`src/rtl/uart_pkg.sv`:
```
// Shared definitions for the buffered UART receiver: parity modes, FSM state
// encoding and a constant-evaluable ceiling log2.
package uart_pkg;

    localparam int unsigned PARITY_NONE = 0;
    localparam int unsigned PARITY_EVEN = 1;
    localparam int unsigned PARITY_ODD  = 2;

    typedef enum logic [2:0] {
        ST_IDLE   = 3'd0,
        ST_START  = 3'd1,
        ST_DATA   = 3'd2,
        ST_PARITY = 3'd3,
        ST_STOP   = 3'd4,
        ST_BREAK  = 3'd5
    } rx_state_t;

    // Ceiling log2; usable in parameter/localparam expressions.
    function automatic int unsigned clog2(input int unsigned value);
        int unsigned r;
        r = 0;
        for (int i = 0; i < 32; i++) begin
            if ((64'd1 << i) < 64'(value)) begin
                r++;
            end
        end
        return r;
    endfunction

endpackage

```
`src/rtl/uart_rx_buffered_if.sv`:
```
// Consumer-side bus of the buffered UART receiver.
//   master: receiver drives Data/ParityErr/FrameErr/Ready/Overrun/Level, takes Ack
//   slave : consumer side of the same signals
interface uart_rx_buffered_if
    import uart_pkg::*;
#(
    parameter int unsigned DATA_BITS  = 8,
    parameter int unsigned FIFO_DEPTH = 4
) ();
    localparam int unsigned LEVEL_W = clog2(FIFO_DEPTH) + 1;

    logic [DATA_BITS-1:0] Data;
    logic                 ParityErr;
    logic                 FrameErr;
    logic                 Ready;
    logic                 Ack;
    logic                 Overrun;
    logic [LEVEL_W-1:0]   Level;

    modport master (
        output Data, ParityErr, FrameErr, Ready, Overrun, Level,
        input  Ack
    );

    modport slave (
        input  Data, ParityErr, FrameErr, Ready, Overrun, Level,
        output Ack
    );
endinterface

```
`src/rtl/uart_rx_fifo.sv`:
```
// Synchronous first-word-fall-through FIFO for received words.
//   clk, rst_n     : clock, async active-low reset
//   push/push_data : write request and word (dropped when full unless popping)
//   pop            : advance head (ignored when empty)
//   head           : word at the head of the queue
//   full/empty     : occupancy flags; level: current occupancy
module uart_rx_fifo
    import uart_pkg::*;
#(
    parameter int unsigned WIDTH = 10,
    parameter int unsigned DEPTH = 4
) (
    input  logic                   clk,
    input  logic                   rst_n,
    input  logic                   push,
    input  logic [WIDTH-1:0]       push_data,
    input  logic                   pop,
    output logic [WIDTH-1:0]       head,
    output logic                   full,
    output logic                   empty,
    output logic [clog2(DEPTH):0]  level
);
    localparam int unsigned AW = clog2(DEPTH);
    localparam int unsigned PW = AW + 1;

    logic [WIDTH-1:0] mem [DEPTH];
    logic [PW-1:0]    wr_ptr;
    logic [PW-1:0]    rd_ptr;
    logic             do_pop;
    logic             do_push;

    // Pointers carry one extra wrap bit; equal index with differing wrap bit means full.
    assign empty   = (wr_ptr == rd_ptr);
    assign full    = (wr_ptr[AW] != rd_ptr[AW]) && (wr_ptr[AW-1:0] == rd_ptr[AW-1:0]);
    assign level   = wr_ptr - rd_ptr;
    assign head    = mem[rd_ptr[AW-1:0]];

    // A pop frees the slot first, so a push into a full FIFO that is also popping succeeds.
    assign do_pop  = pop & ~empty;
    assign do_push = push & (~full | do_pop);

    // Pointer registers
    always_ff @(posedge clk or negedge rst_n) begin
        if (!rst_n) begin
            wr_ptr <= '0;
            rd_ptr <= '0;
        end else begin
            if (do_push) wr_ptr <= wr_ptr + PW'(1);
            if (do_pop)  rd_ptr <= rd_ptr + PW'(1);
        end
    end

    // Storage array
    always_ff @(posedge clk) begin
        if (do_push) mem[wr_ptr[AW-1:0]] <= push_data;
    end
endmodule

```
`src/rtl/uart_rx_buffered.sv`:
```
// UART receiver with receive FIFO.
//   Clk, nReset : clock, async active-low reset
//   Rx          : serial line, idle high, asynchronous to Clk
//   bus         : consumer interface (Data/ParityErr/FrameErr/Ready/Ack/Overrun/Level)
// Rx is synchronised, majority-voted over three consecutive samples around the
// bit centre, framed by the FSM, and every completed word (including errored
// ones) is pushed into the FIFO as {FrameErr, ParityErr, Data}.
module uart_rx_buffered
    import uart_pkg::*;
#(
    parameter int unsigned CLKS_PER_BIT = 30,
    parameter int unsigned DATA_BITS    = 8,
    parameter int unsigned PARITY       = 0,
    parameter int unsigned STOP_BITS    = 1,
    parameter int unsigned FIFO_DEPTH   = 4
) (
    input  logic               Clk,
    input  logic               nReset,
    input  logic               Rx,
    uart_rx_buffered_if.master bus
);
    localparam int unsigned TW = clog2(CLKS_PER_BIT);
    localparam int unsigned BW = clog2(DATA_BITS);
    localparam int unsigned EW = DATA_BITS + 2;
    localparam int unsigned LW = clog2(FIFO_DEPTH) + 1;

    localparam logic [TW-1:0] T_HALF    = TW'(CLKS_PER_BIT / 2 - 1);
    localparam logic [TW-1:0] T_FULL    = TW'(CLKS_PER_BIT - 1);
    localparam logic [BW-1:0] BIT_LAST  = BW'(DATA_BITS - 1);
    localparam logic          STOP_LAST = 1'(STOP_BITS - 1);

    rx_state_t            state, state_nxt;
    logic [TW-1:0]        timer, timer_nxt;
    logic [BW-1:0]        bit_idx, bit_nxt;
    logic [DATA_BITS-1:0] shreg, shreg_nxt;
    logic                 par_err, par_nxt;
    logic                 frm_err, frm_nxt;
    logic                 stop_idx, stop_nxt;
    logic                 push_c;
    logic [EW-1:0]        entry_c;

    logic                 rx_meta, rx_sync, rx_h1, rx_h2;
    logic                 vote_c;
    logic                 tick_c;
    logic                 push_q;
    logic [EW-1:0]        entry_q;
    logic                 overrun_q;

    logic [EW-1:0]        head_c;
    logic                 full_c, empty_c, pop_c;
    logic [LW-1:0]        level_c;

    // Two-flop synchroniser plus two history taps for the vote; preset to idle-high.
    always_ff @(posedge Clk or negedge nReset) begin
        if (!nReset) begin
            rx_meta <= 1'b1;
            rx_sync <= 1'b1;
            rx_h1   <= 1'b1;
            rx_h2   <= 1'b1;
        end else begin
            rx_meta <= Rx;
            rx_sync <= rx_meta;
            rx_h1   <= rx_sync;
            rx_h2   <= rx_h1;
        end
    end

    assign vote_c = (rx_sync & rx_h1) | (rx_sync & rx_h2) | (rx_h1 & rx_h2);
    assign tick_c = (timer == '0);

    // State and datapath registers
    always_ff @(posedge Clk or negedge nReset) begin
        if (!nReset) begin
            state    <= ST_IDLE;
            timer    <= '0;
            bit_idx  <= '0;
            shreg    <= '0;
            par_err  <= 1'b0;
            frm_err  <= 1'b0;
            stop_idx <= 1'b0;
            push_q   <= 1'b0;
            entry_q  <= '0;
        end else begin
            state    <= state_nxt;
            timer    <= timer_nxt;
            bit_idx  <= bit_nxt;
            shreg    <= shreg_nxt;
            par_err  <= par_nxt;
            frm_err  <= frm_nxt;
            stop_idx <= stop_nxt;
            push_q   <= push_c;
            entry_q  <= entry_c;
        end
    end

    // Next-state logic: framing, bit timing and word assembly
    always_comb begin
        state_nxt = state;
        timer_nxt = tick_c ? timer : timer - TW'(1);
        bit_nxt   = bit_idx;
        shreg_nxt = shreg;
        par_nxt   = par_err;
        frm_nxt   = frm_err;
        stop_nxt  = stop_idx;
        push_c    = 1'b0;
        entry_c   = entry_q;

        case (state)
            ST_IDLE: begin
                if (!rx_sync) begin
                    state_nxt = ST_START;
                    timer_nxt = T_HALF;
                    par_nxt   = 1'b0;
                    frm_nxt   = 1'b0;
                end
            end
            ST_START: begin
                if (tick_c) begin
                    if (vote_c) begin
                        state_nxt = ST_IDLE;
                    end else begin
                        state_nxt = ST_DATA;
                        timer_nxt = T_FULL;
                        bit_nxt   = '0;
                    end
                end
            end
            ST_DATA: begin
                if (tick_c) begin
                    shreg_nxt = {vote_c, shreg[DATA_BITS-1:1]};
                    timer_nxt = T_FULL;
                    if (bit_idx == BIT_LAST) begin
                        stop_nxt  = 1'b0;
                        state_nxt = (PARITY != PARITY_NONE) ? ST_PARITY : ST_STOP;
                    end else begin
                        bit_nxt = bit_idx + BW'(1);
                    end
                end
            end
            ST_PARITY: begin
                if (tick_c) begin
                    par_nxt   = ((^shreg) ^ vote_c) != (PARITY == PARITY_ODD);
                    timer_nxt = T_FULL;
                    state_nxt = ST_STOP;
                end
            end
            ST_STOP: begin
                if (tick_c) begin
                    if (!vote_c) frm_nxt = 1'b1;
                    if (stop_idx == STOP_LAST) begin
                        push_c    = 1'b1;
                        entry_c   = {frm_nxt, par_err, shreg};
                        // A low line after the last stop bit must not look like a new start.
                        state_nxt = vote_c ? ST_IDLE : ST_BREAK;
                    end else begin
                        stop_nxt  = stop_idx + 1'b1;
                        timer_nxt = T_FULL;
                    end
                end
            end
            ST_BREAK: begin
                if (rx_sync) state_nxt = ST_IDLE;
            end
            default: state_nxt = ST_IDLE;
        endcase
    end

    assign pop_c = bus.Ack & ~empty_c;

    uart_rx_fifo #(
        .WIDTH (EW),
        .DEPTH (FIFO_DEPTH)
    ) u_fifo (
        .clk       (Clk),
        .rst_n     (nReset),
        .push      (push_q),
        .push_data (entry_q),
        .pop       (pop_c),
        .head      (head_c),
        .full      (full_c),
        .empty     (empty_c),
        .level     (level_c)
    );

    // Overrun: word dropped because FIFO was full and nobody popped
    always_ff @(posedge Clk or negedge nReset) begin
        if (!nReset) overrun_q <= 1'b0;
        else         overrun_q <= push_q & full_c & ~pop_c;
    end

    // Head outputs are forced to zero while empty so stale storage never shows.
    assign bus.Ready                              = ~empty_c;
    assign {bus.FrameErr, bus.ParityErr, bus.Data} = empty_c ? '0 : head_c;
    assign bus.Level                              = level_c;
    assign bus.Overrun                            = overrun_q;
endmodule
```
`src/flat_wrapper.sv`:
```
// flat-port wrapper written by rule: the top's interface ports become plain ports
module uart_rx_buffered_flat import uart_pkg::*;
#(
    parameter int unsigned CLKS_PER_BIT = 30,
    parameter int unsigned DATA_BITS    = 8,
    parameter int unsigned PARITY       = 0,
    parameter int unsigned STOP_BITS    = 1,
    parameter int unsigned FIFO_DEPTH   = 4
)
  (Clk, nReset, Rx, bus_Data, bus_ParityErr, bus_FrameErr, bus_Ready, bus_Overrun, bus_Level, bus_Ack);
  uart_rx_buffered_if #(.DATA_BITS(DATA_BITS), .FIFO_DEPTH(FIFO_DEPTH)) bus_i ();
  input  logic Clk;
  input  logic nReset;
  input  logic Rx;
  output wire logic [$bits(bus_i.Data)-1:0] bus_Data;
  output wire logic [$bits(bus_i.ParityErr)-1:0] bus_ParityErr;
  output wire logic [$bits(bus_i.FrameErr)-1:0] bus_FrameErr;
  output wire logic [$bits(bus_i.Ready)-1:0] bus_Ready;
  output wire logic [$bits(bus_i.Overrun)-1:0] bus_Overrun;
  output wire logic [$bits(bus_i.Level)-1:0] bus_Level;
  input wire logic [$bits(bus_i.Ack)-1:0] bus_Ack;
  assign bus_Data = bus_i.Data;
  assign bus_ParityErr = bus_i.ParityErr;
  assign bus_FrameErr = bus_i.FrameErr;
  assign bus_Ready = bus_i.Ready;
  assign bus_Overrun = bus_i.Overrun;
  assign bus_Level = bus_i.Level;
  assign bus_i.Ack = bus_Ack;
  uart_rx_buffered #(.CLKS_PER_BIT(CLKS_PER_BIT), .DATA_BITS(DATA_BITS), .PARITY(PARITY), .STOP_BITS(STOP_BITS), .FIFO_DEPTH(FIFO_DEPTH)) u_core (.Clk(Clk), .nReset(nReset), .Rx(Rx), .bus(bus_i));
endmodule
```
`config.mk`:
```
export PLATFORM = sky130hd
export DESIGN_NAME = uart_rx_buffered_flat
export DESIGN_NICKNAME = d
export VERILOG_FILES = /design/src/rtl/uart_pkg.sv /design/src/rtl/uart_rx_buffered_if.sv /design/src/rtl/uart_rx_fifo.sv /design/src/rtl/uart_rx_buffered.sv /design/src/flat_wrapper.sv
export SDC_FILE = /design/constraint.sdc
export NUM_CORES = 1
export LEC_CHECK = 0
export BUFFER_PORTS_ARGS = -buffer_cell sky130_fd_sc_hd__buf_2
export CAP_MARGIN = 20
export CORE_ASPECT_RATIO = 2
export CORE_MARGIN = 5
export CORE_UTILIZATION = 54
export CTS_CLUSTER_DIAMETER = 40
export DETAILED_ROUTE_END_ITERATION = 12
export PLACE_DENSITY = 0.74
export SETUP_SLACK_MARGIN = 0.4
export SYNTH_ARGS = -nofsm -noshare
export SYNTH_HDL_FRONTEND = slang
export SYNTH_SLANG_ARGS = --single-unit
```
`constraint.sdc`:
```
create_clock -name Clk -period 2.1 [get_ports Clk]
set_clock_uncertainty 0.15 [all_clocks]
set_input_delay 0.42 -clock Clk [delete_from_list [all_inputs] [get_ports Clk]]
set_output_delay 0.42 -clock Clk [all_outputs]
set_load 0.01 [all_outputs]
```
==> results.cfg <==
[clock_network]
clock_latency_ns = 0.33
cts_hold_buf = 0
root_buffer = clkbuf_16
htree_num_levels = 3
cts_buffers = 9
cts_sinks = 83
cts_tree = built
clk_path_buf_depth = 2
path_clk_slew_ns = 0.06

[grt]
antenna_found_initial = 0
grtUsageTotal = 0.204
grt_overflow = 0
grt_max_degree = 44
grt_pass1_vias = 2341
grt_pass1_wl_um = 12400

[worst_setup_path]
critPathRequiredTime_ns = 1.53
crit_type = reg -> out
r2r_cells = 6
cp_top_family = adder cells
cp.depth = 5
critical_path.slowest_cell = fa_2
crit_chain = buf_12 -> ha_4 -> fa_2 -> inv_2 -> buf_6
cp-end-kind = output pin
slowest_delay_ns = 0.53
startpoint_type = register
crit_fanout = 12
critPathArrivalTime_ns = 1.72
cp.buffers_inverters = 3

[routing]
via_per_inst = 5.56
drtIter0Drc = 125
via_count = 2158
drt-wirelength-per-cell_um = 20.7
ant_nets = 0
drc = 0
dr.pass1.iters = 4
wirelength_um = 8030

[logic_synthesis]
syn_avg_cell_area_um2 = 15.8
ys.flop_type = edfxtp_1
synth_cell_types = 43
synth-async-reset-ratio = 0.518
synth_area_um2 = 3600
mappedNetlistNets = 243
synth_edf_count = 40
syn_inst = 228
synth-seq-cells = 83
ys_seq_area_frac = 0.634
yosysWarnings = 0

[place]
place_ws_ns = -0.0500
placed_cells = 343
io_buffers = 18
gp_congestion = 0.894
dp.final_hpwl_um = 4260

[die]
core_um2 = 6570
fp.dieArea_um2 = 8490
initial_core_util = 0.548
io_pins = 19
fp.dieW_um = 67.7
rows = 42
die_y_um = 125

[cells_and_area]
diodes = 0
fin_nets = 310
drive_above_1_share = 0.560
fin_cells = 388
syn2layout_area_growth_pct = 37.3
final_util = 0.752

[timing]
setup_viol = 30
min_period_ns = 2.29
drv_slew = 0
fmax_mhz = 437
tightest_slew_ns = 0.548
finalCritPeriodShare = 1.09
final-hold-violation-count = 0
timing.final.ws_setup_ns = -0.188
tns_ns = -2.24
rsz0062_at_grt = true
relSlewSlack = 0.634

[pwr]
cellPowerDensity_nw_per_um2 = 1180
power_leakage_nw = 2.08
irDropWorstVdd_mv = 0.858

[outcome]
violations = negative setup slack
status = finished, violations left

[run]
max_cap_violations = 0

[min_path]
holdCritPathClass = in -> async
==> placed cells by master (no fill, tap or decap), types with 3 or more instances in the layout <==
cell type	instances
buf_4	17
inv_2	5
bufinv_16	3
nand2_1	6
and2_4	18
dfrtp_1	37
o21ai_1	4
xnor2_1	11
clkbuf_16	9
mux2_4	20
buf_2	5
nor3_4	3
a22o_1	3
inv_1	3
buf_6	34
ha_1	7
mux4_2	10
dfstp_2	4
edfxtp_1	40
xor2_1	3
ha_4	3
==> report_power, final <==
group	switching [mW]	internal, mW
sequential	0.154	1.80
clock	0.610	1.16
combinational	0.894	1.22
==> through the flow <==
step | power [mW] | cell area (um2) | hold slack, ns
2_1_floorplan | 3.02 | 3750 | -0.0256
3_3_place_gp | 3.43 | 4020 | 0.196
3_5_place_dp | 3.46 | 4020 | 0.201
4_1_cts | 5.67 | 4780 | 0.0165
5_1_grt | 6.09 | 4940 | 0.0268
6_report | 5.83 | 4940 | 0.0109
==> cells in the mapped netlist (4+ instances only) <==
| cell | number | area [um2] |
|---|---|---|
| and2_1 | 15 | 93.8 |
| mux2_2 | 14 | 158 |
| dfstp_2 | 4 | 105 |
| dfrtp_1 | 39 | 976 |
| mux2_4 | 6 | 90.1 |
| xnor2_1 | 13 | 114 |
| nor3_1 | 4 | 20.0 |
| ha_1 | 10 | 125 |
| nand3_1 | 4 | 20.0 |
| o21ai_0 | 7 | 35.0 |
| inv_1 | 10 | 37.5 |
| edfxtp_1 | 40 | 1200 |
| nand2_1 | 8 | 30.0 |
| mux4_2 | 10 | 225 |
| nor2_1 | 4 | 15.0 |
==> path summary, 6_finish.rpt <==
| check | start | to | slack [ns] |
|---|---|---|---|
| max reg2reg | u_core.timer[0] | u_core.state[0] | -0.14 |
| min reg2reg | u_core.rx_meta | u_core.rx_sync | 0.21 |
| min | nReset | u_core.u_fifo.rd_ptr[2] | 0.01 |
| min in group Clk | Rx | u_core.rx_meta | 0.04 |
| max | u_core.u_fifo.rd_ptr[0] | bus_Level[1] | -0.19 |
| max in group asynchronous | nReset | u_core.state[2] | 1.39 |
==> timing repair <==
action / CTS / global route
pin swaps: 16 / 13
endpoints found under the hold margin: 0 / 0
setup buffers: 16 / 6
cloned: 7 / 0
resized for setup: 60 / 28
endpoints found under the setup margin: 88 / 90
==> logic make-up after synthesis <==
group                      after synthesis  share of synthesized area
AOI/OAI and AO/OA                       22                     0.0435
and+or+nand+nor                         47                     0.0821
buffers and inverters                   18                     0.0261
xor gates and xnor gates                16                     0.0390
DFF                                     83                      0.634
muxes                                   30                      0.131
adders and majority gates               12                     0.0435
==> flip-flops by register name, indices dropped and copies added (netlist names) <==
register,cells
u_core.shreg,8
u_core.entry_q,10
u_core.u_fifo.mem,40
u_core.push_q,1
u_core.state,3
u_core.par_err,1
u_core.frm_err,1
u_core.rx_sync,1
u_core.rx_h1,1
u_core.rx_h2,1
u_core.timer,5
u_core.rx_meta,1
u_core.u_fifo.wr_ptr,3
u_core.bus.Overrun,1
u_core.bit_idx,3
u_core.u_fifo.rd_ptr,3
==> routing by layer <==
| layer | track usage | routed length (um) | vias up |
|---|---|---|---|
| li1 | - | - | 981 |
| met1 | 0.223 | 2670 | 1113 |
| met2 | 0.361 | 4890 | 43 |
| met3 | 0.0404 | 174 | 21 |
| met4 | 0.0921 | 292 | 0 |
| met5 | 0 | 0 | - |
==> area by class of cell <==
cell class / instances / area (um2)
Clock buffer: 9 / 225
Clock inverter: 7 / 116
Fill cell: 380 / 1630
Inverter: 10 / 42.5
Multi-Input combinational cell: 133 / 1580
Sequential cell: 83 / 2280
Tap cell: 88 / 110
Timing Repair Buffer: 58 / 576
Note: power is estimated with default switching activity, not from simulation.
